### src/rtl/tenthirty_ctrl.sv
// Game-flow controller for ten-and-a-half; all scores are kept in half-point units.
// Optional five-card-win rule is enabled by defining TENTHIRTY_FIVE_CARD_EN.
module tenthirty_ctrl #(
    parameter int unsigned ROUNDS       = 4,
    parameter int unsigned DEALER_STAND = 14
) (
    input  logic       clk,
    input  logic       rst_n,
    input  logic       tick,
    input  logic       btn_m,
    input  logic       btn_r,
    output logic       card_req,
    input  logic       card_vld,
    input  logic [3:0] card_val,
    output logic [5:0] p_score,
    output logic [5:0] d_score,
    output logic [2:0] p_cards,
    output logic [2:0] d_cards,
    output logic [3:0] round_no,
    output logic [2:0] led,
    output logic [3:0] state
);

    typedef enum logic [3:0] {
        StIdle   = 4'd0,
        StPDraw  = 4'd1,
        StPChk   = 4'd2,
        StPWait  = 4'd3,
        StDDraw  = 4'd4,
        StDChk   = 4'd5,
        StResult = 4'd6,
        StShow   = 4'd7,
        StOver   = 4'd8
    } state_e;

    localparam logic [3:0] LAST_ROUND = 4'(ROUNDS - 1);
    localparam logic [5:0] STAND      = 6'(DEALER_STAND);
    localparam logic [5:0] MAX_SCORE  = 6'd21;

    state_e     state_q, state_d;
    logic       btn_m_q, btn_r_q;
    logic       card_req_q;
    logic [5:0] p_score_q, p_score_d, d_score_q, d_score_d;
    logic [2:0] p_cards_q, p_cards_d, d_cards_q, d_cards_d;
    logic [3:0] round_q, round_d;
    logic [2:0] led_q, led_d;
    logic       press_m, press_r, accept;
    logic [5:0] card_pts;
    logic [2:0] result_led;

    assign press_m  = tick && btn_m && !btn_m_q;
    assign press_r  = tick && btn_r && !btn_r_q;
    assign accept   = tick && card_req_q && card_vld;
    assign card_pts = (card_val <= 4'd10) ? {1'b0, card_val, 1'b0} : 6'd1;

    // A five-card win needs no special case: the dealer holds 0, so p > d already yields 001.
    always_comb begin
        if (p_score_q > MAX_SCORE)      result_led = 3'b010;
        else if (d_score_q > MAX_SCORE) result_led = 3'b001;
        else if (p_score_q > d_score_q) result_led = 3'b001;
        else if (p_score_q < d_score_q) result_led = 3'b010;
        else                            result_led = 3'b100;
    end

    // All state advances only on divider ticks.
    always_ff @(posedge clk or negedge rst_n) begin
        if (!rst_n) begin
            state_q    <= StIdle;
            btn_m_q    <= 1'b0;
            btn_r_q    <= 1'b0;
            card_req_q <= 1'b0;
            p_score_q  <= '0;
            d_score_q  <= '0;
            p_cards_q  <= '0;
            d_cards_q  <= '0;
            round_q    <= '0;
            led_q      <= '0;
        end else if (tick) begin
            state_q    <= state_d;
            btn_m_q    <= btn_m;
            btn_r_q    <= btn_r;
            card_req_q <= (state_d == StPDraw) || (state_d == StDDraw);
            p_score_q  <= p_score_d;
            d_score_q  <= d_score_d;
            p_cards_q  <= p_cards_d;
            d_cards_q  <= d_cards_d;
            round_q    <= round_d;
            led_q      <= led_d;
        end
    end

    always_comb begin
        state_d = state_q;
        unique case (state_q)
            StIdle:   if (press_m) state_d = StPDraw;
            StPDraw:  if (accept) state_d = StPChk;
            StPChk: begin
                if (p_score_q > MAX_SCORE)       state_d = StResult;
`ifdef TENTHIRTY_FIVE_CARD_EN
                else if (p_cards_q == 3'd5)      state_d = StResult;
`endif
                else if (p_score_q == MAX_SCORE) state_d = StDDraw;
                else                             state_d = StPWait;
            end
            StPWait: begin
                if (press_r)      state_d = StDDraw;
                else if (press_m) state_d = StPDraw;
            end
            StDDraw:  if (accept) state_d = StDChk;
            StDChk: begin
                if (d_score_q > MAX_SCORE || d_score_q >= STAND) state_d = StResult;
                else                                             state_d = StDDraw;
            end
            StResult: state_d = StShow;
            StShow:   if (press_m) state_d = (round_q == LAST_ROUND) ? StOver : StPDraw;
            StOver:   if (press_m) state_d = StIdle;
            default:  state_d = StIdle;
        endcase
    end

    always_comb begin
        p_score_d = p_score_q;
        d_score_d = d_score_q;
        p_cards_d = p_cards_q;
        d_cards_d = d_cards_q;
        round_d   = round_q;
        led_d     = led_q;
        unique case (state_q)
            StPDraw: if (accept) begin
                p_score_d = p_score_q + card_pts;
                p_cards_d = (p_cards_q == 3'd7) ? 3'd7 : p_cards_q + 3'd1;
            end
            StDDraw: if (accept) begin
                d_score_d = d_score_q + card_pts;
                d_cards_d = (d_cards_q == 3'd7) ? 3'd7 : d_cards_q + 3'd1;
            end
            StResult: led_d = result_led;
            StShow: if (press_m && round_q != LAST_ROUND) begin
                round_d   = round_q + 4'd1;
                p_score_d = '0;
                d_score_d = '0;
                p_cards_d = '0;
                d_cards_d = '0;
                led_d     = '0;
            end
            StOver: if (press_m) begin
                round_d   = '0;
                p_score_d = '0;
                d_score_d = '0;
                p_cards_d = '0;
                d_cards_d = '0;
                led_d     = '0;
            end
            default: ;
        endcase
    end

    assign card_req = card_req_q;
    assign p_score  = p_score_q;
    assign d_score  = d_score_q;
    assign p_cards  = p_cards_q;
    assign d_cards  = d_cards_q;
    assign round_no = round_q;
    assign led      = led_q;
    assign state    = state_q;

endmodule
### config.mk
export PLATFORM = sky130hd
export DESIGN_NAME = tenthirty_ctrl
export DESIGN_NICKNAME = d
export VERILOG_FILES = /design/src/rtl/tenthirty_ctrl.sv
export SDC_FILE = /design/constraint.sdc
export NUM_CORES = 1
export LEC_CHECK = 0
export ABC_AREA = 1
export BUFFER_PORTS_ARGS = -buffer_cell sky130_fd_sc_hd__buf_2
export CORE_MARGIN = 2
export CORE_UTILIZATION = 50
export CTS_CLUSTER_DIAMETER = 40
export DETAILED_ROUTE_END_ITERATION = 8
export PLACE_DENSITY = 0.75
export SYNTH_ARGS = -nofsm -noshare
export SYNTH_HDL_FRONTEND = slang
export SYNTH_SLANG_ARGS = --single-unit
export TNS_END_PERCENT = 100
### constraint.sdc
create_clock -name clk -period 2.3 [get_ports clk]
set_clock_uncertainty 0.05 [all_clocks]
set_input_delay 0 -clock clk [delete_from_list [all_inputs] [get_ports clk]]
set_output_delay 0 -clock clk [all_outputs]
set_load 0.005 [all_outputs]
==> impl_results.md, run 1 <==
- Outcome: complete, no violations
- Clk slew on worst S/H paths: 0.07 ns
- Fin Setup TNS: 0 ns
- Avg Cell Area, Syn: 7.39 um2
- Minimum period implied by the final worst setup slack: 1.92 ns
- Top_reg_cell synth: dfrtp_1
- Peak supply drop: 0.000635 V
- Reg2Reg Depth: 10
- Crit Path Category: reg2reg
- Fmax: ~520 MHz
- CP required: 2.47 ns
- Reg-to-reg endpoint: d_score[4]
- Latest clock arrival within the worst-skew pair: 0.29 ns
- HP Start: tick
- Post-CTS Setup Bufs: 0
- Core area: 4440 um2
- Filler cell count: just over 400
- Synthesized net count: 350
- CTS tree: yes
- Nets@finish: 397
- Design area: 2760 um2
- Number of gates resized after CTS: 0
- Least-Margin Pin Slew: 0.732 ns
- Die W: between 70 and 80 um
- Cell area after synthesis: 2360 um2
- DR vias/cell: 5.31
- Flop-to-flop setup slack: 0.38 ns
- EDFF count, synth: 0
- Placed Area: ~2600 um2
- Hold WC Path Type: in2reg
- Routed Antenna Nets: 0
- Clock buffer depth: 2
- Drt initial violations: 109
- Power Dens Cells: 1100 nW/um2
- Min Hold Slack: 0.0510 ns
- #FFs+latches synth: 32
- Num Clock Sinks: 32
- Initial Util: 53.1%
- Hold-critical path depth: 3
- Pins Over Slew Limit: 0
- Antenna diodes: 0
- Hold buffer count at CTS: 3
- GP Congestion: 0.888
- P&R area growth vs syn: 16.9%
- Final hold vios: 0
- Critical R2R Launch: round_no[0]
- Antenna violations before repair: 0
- Largest cells by area after synthesis: dfrtp_1 34%, nand2_1 11%, ha_1 10%
- Total Routed Length: 5.55 mm
- Commonest cells in the netlist: 71 x nand2_1, 46 x inv_1, 35 x nor2_1
- Area fraction of the dominant cell type after synthesis: 34.0%
- CTS buffer count: 5
- Die Ht: between 70 and 80 um
- Min-Delay Endpoint: btn_r_q
- Final number of setup-violating endpoints: 0
- RSZ-0062 raised after global routing: no
- Worst Setup End Kind: register
- Num rows: 24
- I/O Buffers: 39
- Number of remaining DRC errors: 0
- Count leader, synth: nand2_1
- Seq/Total Area, Yosys: 34.0%
- Syn Inst Count: 319
- Detailed placer's ending HPWL: 4.30 mm
- First-pass iteration count of the detailed router: 4
- Total Routing Usage GR: 22.7%
- CP arrival: 2.08 ns
- Cell taking the most area after synthesis: dfrtp_1
- Io pins: 40
- Share of post-route cells with drive strength above 1: 20.2%
- Asr flop ratio synth: 100%
- GRT overflow: 0
- Worst-path fanout max: 11
- Drt wl/cell: 13.2 um
- Reported max-cap violation count: 0
- Vias: 2224
- Worst Setup Start Kind: register
- Die area: 5280 um2
- First-pass GRT wire length: 9.36 mm
- Ys Warns: 0
- Distinct cells, synth: 31
- Slew headroom: 50.7%
- Post-route clock period utilization: about 83%
- Vias in the first global route: 2060
- CTS root buffer: clkbuf_8
- Largest net degree at the start of global routing: 33
- P_leak: 1.55 nW
- CTS HTree Levels: 2
## metal layers
metal	vias up	routed length, um	GRT usage, %
met5	-	0	0
met4	0	121	8.23
met3	13	278	4.42
met2	59	2510	36.9
met1	1022	2640	30.1
li1	1130	-	-
## area by class of cell
type / count / area, um2 / share of cell area (%)
Timing Repair Buffer: 43 / 233 / 8.44
Tap cell: 52 / 65.1 / 2.36
Multi-Input combinational cell: 233 / 1340 / 48.6
Clock inverter: 1 / 30.0 / 1.09
Clock buffer: 7 / 96.3 / 3.50
Sequential cell: 32 / 801 / 29.1
Inverter: 51 / 191 / 6.95
## worst max-delay path by stage
stage	from	to	slack, ns
floorplan	card_val[1]	d_score[3]	0.66
global placement	card_val[1]	d_score[3]	0.32
detailed placement	card_val[1]	d_score[3]	0.24
CTS	round_no[0]	d_score[3]	0.37
global route	round_no[0]	d_score[3]	0.22
finish	round_no[0]	d_score[4]	0.38
## critical path: stages, from the launching register on
cell and delay, ns:
dfrtp_1 0.42, ha_1 0.24, nand3_1 0.11, nand2_1 0.07, nand2_2 0.09, nand3_4 0.13
nor2_4 0.33, inv_2 0.14, nand2_4 0.12, nand3_1 0.08, o21ai_1 0.07
## sequential cells by signal, summed over array words and instances, names as in the netlist
| signal | count |
|---|---|
| card_req | 1 |
| d_cards | 3 |
| state | 4 |
| round_no | 4 |
| btn_r_q | 1 |
| p_cards | 3 |
| p_score | 6 |
| btn_m_q | 1 |
| led | 3 |
| d_score | 6 |
## cells by family (layout without fill, tap and decap cells)
family	Yosys count	after routing	synth area share [%]
compound gates	54	54	12.7
simple gates	156	156	31.6
fa+ha+maj	21	21	11.8
buf+inv	54	102	9.23
flops	32	32	34.0
xor+xnor	2	2	0.743
## report_power, final
group	internal, mW	switching, mW
registers	0.722	0.190
clock network	0.382	0.220
logic	0.588	0.931
## layout by cell type (no fill, tap or decap), types with 2 or more instances in the layout
master and count:
o21ai_1 12, inv_1 46, nand3_1 25, o211ai_1 2, nand2_1 71, fa_1 2, dfrtp_1 32, ha_1 19
nand4_1 6, o21ai_0 16, o22ai_1 2, xor2_1 2, nand2_2 3, clkbuf_8 7, inv_2 5, or2_2 3
nor2_4 7, nor2_1 35, buf_2 39, a21oi_1 16, a31o_2 2, dlygate4sd3_1 3
## per-stage QoR
| step | cells | worst slack (ns) | power (mW) | utilization [%] |
|---|---|---|---|---|
| global route | 419 | 0.216 | 3.31 | 62.0 |
| floorplan | 319 | 0.659 | 1.97 | - |
| global placement | 408 | 0.317 | 2.36 | 58.5 |
| detailed placement | 408 | 0.243 | 2.40 | 58.5 |
| CTS | 419 | 0.371 | 3.04 | 62.0 |
| finish | 419 | 0.383 | 3.03 | 62.0 |
(Power assumes the default switching activity.)
==> run 2, diff against run 1 <==
- ABC_AREA: 1 -> 0
- PLACE_DENSITY: 0.75 -> 0.78
- clock period: 2.3 -> 1.6 ns (I/O delays scaled with it)
==> run 2 against run 1 <==
The flow now finishes with violations (setup timing). Worst hold slack worse by 0.040 ns. Count of clock-buffer cells in the layout shrank 2. Combinational power rose to 2.7 times the previous value. Sequential cell count is the same. Cell count up 4.8%. Critical path type unchanged. Largest power group unchanged.
==> impl_results.md, run 2 <==
- Initial Util: 52.4% (-0.67 points)
- Area taken by multi-input logic gates: 1790 um2 (+34%)
- Vias: 2896 (+30%)
- Nets@finish: 417 (+5.0%)
- Commonest non-fill, non-tap cell in the layout: buf_4
- Clock buffer depth: 2 (unchanged)
- EDFF count, synth: 0 (unchanged)
- Clk slew on worst S/H paths: 0.08 ns (about the same)
- #FFs+latches synth: 32 (unchanged)
- Ys Warns: 0 (unchanged)
- Avg Cell Area, Syn: 9.08 um2 (+23%)
- Reg-to-reg endpoint: led[1]
- Syn Inst Count: 253 (-21%)
- Power Dens Cells: 1590 nW/um2 (+44%)
- Least-Margin Pin Slew: 0.433 ns (-0.299 ns)
- Drt wl/cell: 23.5 um (+77%)
- P_leak: 1.84 nW (+19%)
- DR vias/cell: 6.60 (+24%)
- Asr flop ratio synth: 100% (unchanged)
- Largest net degree at the start of global routing: 33 (unchanged)
- Antenna diodes: 0 (unchanged)
- Outcome: finished with violations
- Design area: 3860 um2 (+40%)
- First-pass GRT wire length: 13.5 mm (+44%)
- First-pass iteration count of the detailed router: 5 (+1)
- Slew headroom: 71.1% (+20 points)
- Max incr delay on CP: 0.42 ns (about the same)
- Vias in the first global route: 2762 (+34%)
- Num Clock Sinks: 32 (unchanged)
- Total Routing Usage GR: 34.5% (+12 points)
- Register area: 810 um2 (+1.1%)
- Area fraction of the dominant cell type after synthesis: 34.9% (+0.91 points)
- Routed Antenna Nets: 0 (unchanged)
- Io pins: 40 (unchanged)
- HP Start: tick
- Post-route clock period utilization: 123% (+39 points)
- Pre-CTS setup slack: -0.321 ns (-0.564 ns)
- Num rows: 24 (unchanged)
- Reported max-cap violation count: 0 (unchanged)
- CP top delay family: compound AO/OA/AOI/OAI gates
- Cell area after synthesis: 2300 um2 (-2.6%)
- Die Ht: 71.8 um (-1.2%)
- Post-layout util: 88.0% (+26 points)
- GRT overflow: 0 (unchanged)
- Synthesized net count: 284 (-19%)
- Largest cells by area after synthesis: dfrtp_1 35%, ha_1 10%, a21oi_1 5.2%
- Minimum period implied by the final worst setup slack: 1.96 ns (+0.0435 ns)
- Count leader, synth: dfrtp_1
- Critical R2R Launch: d_score[3]
- Fin Setup TNS: -5.98 ns (-5.98 ns)
- Top_reg_cell synth: dfrtp_1
- Commonest cells in the netlist: 32 x dfrtp_1, 24 x a21oi_1, 22 x nand2_1
- CP required: 1.79 ns (-0.68 ns)
- Die area: 5150 um2 (-2.5%)
- CTS HTree Levels: 2 (unchanged)
- Final number of setup-violating endpoints: 29 (+29)
- Cell taking the most area after synthesis: dfrtp_1
- Cell Chain, Critical Path: inv_2 > ha_4 > a21o_1 > a21oi_2 > nor2b_1 > o31a_1 > a211oi_4 > a31o_4
- Distinct cells, synth: 58 (+87%)
- Failing checks: setup timing
- Pins Over Slew Limit: 0 (unchanged)
- RSZ-0062 raised after global routing: yes
- Antenna violations before repair: 0 (unchanged)
- Hold-critical path depth: 2 (-1)
- Placed Area: 3100 um2 (+19%)
- Share of post-route cells with drive strength above 1: 61.0% (+41 points)
- Flop-to-flop setup slack: -0.36 ns (-0.74 ns)
- Drt initial violations: 303 (+180%)
- CTS tree: yes
- Final hold vios: 0 (unchanged)
- Hold WC Path Type: in2reg
- Worst-path fanout max: 3 (-8)
- Number of remaining DRC errors: 0 (unchanged)
- Filler cell count: 181 (-56%)
- Latest clock arrival within the worst-skew pair: 0.30 ns (about the same)
- Core area: 4380 um2 (-1.4%)
- Most frequent cells in the layout: 70 x buf_4, 39 x buf_2, 25 x dfrtp_1, 20 x buf_6, 16 x nand2_1
- Min-Delay Endpoint: btn_m_q
- I/O Buffers: 39 (unchanged)
- Crit Path Category: reg2reg
- Fmax: 510 MHz (-2.2%)
- WP buf/inv: 1 (unchanged)
- Setup ws final: -0.360 ns (-0.743 ns)
- Worst Setup Start Kind: register
- GP Congestion: 0.887 (-0.11%)
- CTS root buffer: clkbuf_8
- CTS buffer count: 5 (unchanged)
- Detailed placer's ending HPWL: 4.90 mm (+14%)
- CP arrival: 2.15 ns (+0.07 ns)
- P&R area growth vs syn: 68.0%
- Peak supply drop: 0.00106 V (+68%)
- Reg2Reg Depth: 8 (-2)
- Slowest CP cell: dfrtp_1
- Seq/Total Area, Yosys: 34.9% (+0.91 points)
- Total Routed Length: 10.3 mm (+86%)
- Die W: 71.8 um (-1.2%)
- Worst Setup End Kind: register
## run 2: changes by cell type after synthesis, moves of 7 or more
| cell | delta |
|---|---|
| nand2_1 | -49 |
| inv_1 | -27 |
| nand3_1 | -17 |
| nor2_1 | -14 |
| o21ai_1 | -11 |
| a21o_1 | +8 |
| a21oi_1 | +8 |
| nor2_4 | -7 |
## run 2: kinds of logic after synthesis
| logic type | synth area share (%) |
|---|---|
| AO/OA/AOI/OAI | 20.6 |
| flip-flops | 34.9 |
| XOR/XNOR | 3.81 |
| AND/OR/NAND/NOR | 20.3 |
| multiplexers | 2.34 |
| buffers and inverters | 5.99 |
| adder cells (fa/ha/maj) | 12.1 |
## run 2: worst max-delay path by stage
| stage | start | endpoint | cells after the start |
|---|---|---|---|
| floorplan | state[1] | led[1] | 8 |
| global placement | round_no[1] | led[1] | 7 |
| detailed placement | card_val[1] | p_score[4] | 11 |
| CTS | round_no[1] | led[1] | 7 |
| global route | p_score[0] | led[1] | 9 |
| finish | d_score[3] | led[1] | 8 |
## run 2: through the flow
| stage | power [mW] | cells | hold WS (ns) |
|---|---|---|---|
| 3_5_place_dp | 4.00 | 404 | 0.0121 |
| 4_1_cts | 5.20 | 426 | 0.00166 |
| 5_1_grt | 6.38 | 439 | 0.0110 |
| 2_1_floorplan | 2.79 | 253 | -0.346 |
| 6_report | 6.13 | 439 | 0.0106 |
| 3_3_place_gp | 3.88 | 404 | 0.0000225 |
## run 2: area by class of cell
class	instances	area share, %
repair buffers	135	26.6
multi-input cells	193	46.5
inverters	19	1.91
flip-flops and latches	32	21.0
well taps	52	1.69
clock inverters	3	0.616
clock buffers	5	1.78
## run 2: worst register-to-register path, cell delays in order, from the launching register on
cell,delay (ns)
dfrtp_1,0.42
inv_2,0.09
ha_4,0.20
a21o_1,0.16
a21oi_2,0.13
nor2b_1,0.08
o31a_1,0.36
a211oi_4,0.26
a31o_4,0.14
## run 2: repair_timing
action | CTS | global route
cloned | 1 | 0
setup endpoints to repair | 28 | 30
pin swaps | 37 | 19
buffers inserted | 10 | 14
hold buffers | 3 | 0
gates resized for setup | 64 | 50
endpoints found under the hold margin | 34 | 0
## run 2: where the power goes
part	internal (mW)	leakage (nW)	switching (mW)	total, mW
Sequential	1.06	0.409	0.349	1.41
Clock	0.308	0.0404	0.365	0.673
Combinational	1.99	1.39	2.06	4.05
## run 2: layer usage
| metal | up-vias | global-route usage, % | wire, um |
|---|---|---|---|
| met5 | - | 0 | 0 |
| met3 | 78 | 8.58 | 920 |
| li1 | 1180 | - | - |
| met2 | 237 | 56.7 | 4800 |
| met1 | 1401 | 41.4 | 3770 |
| met4 | 0 | 19.3 | 801 |
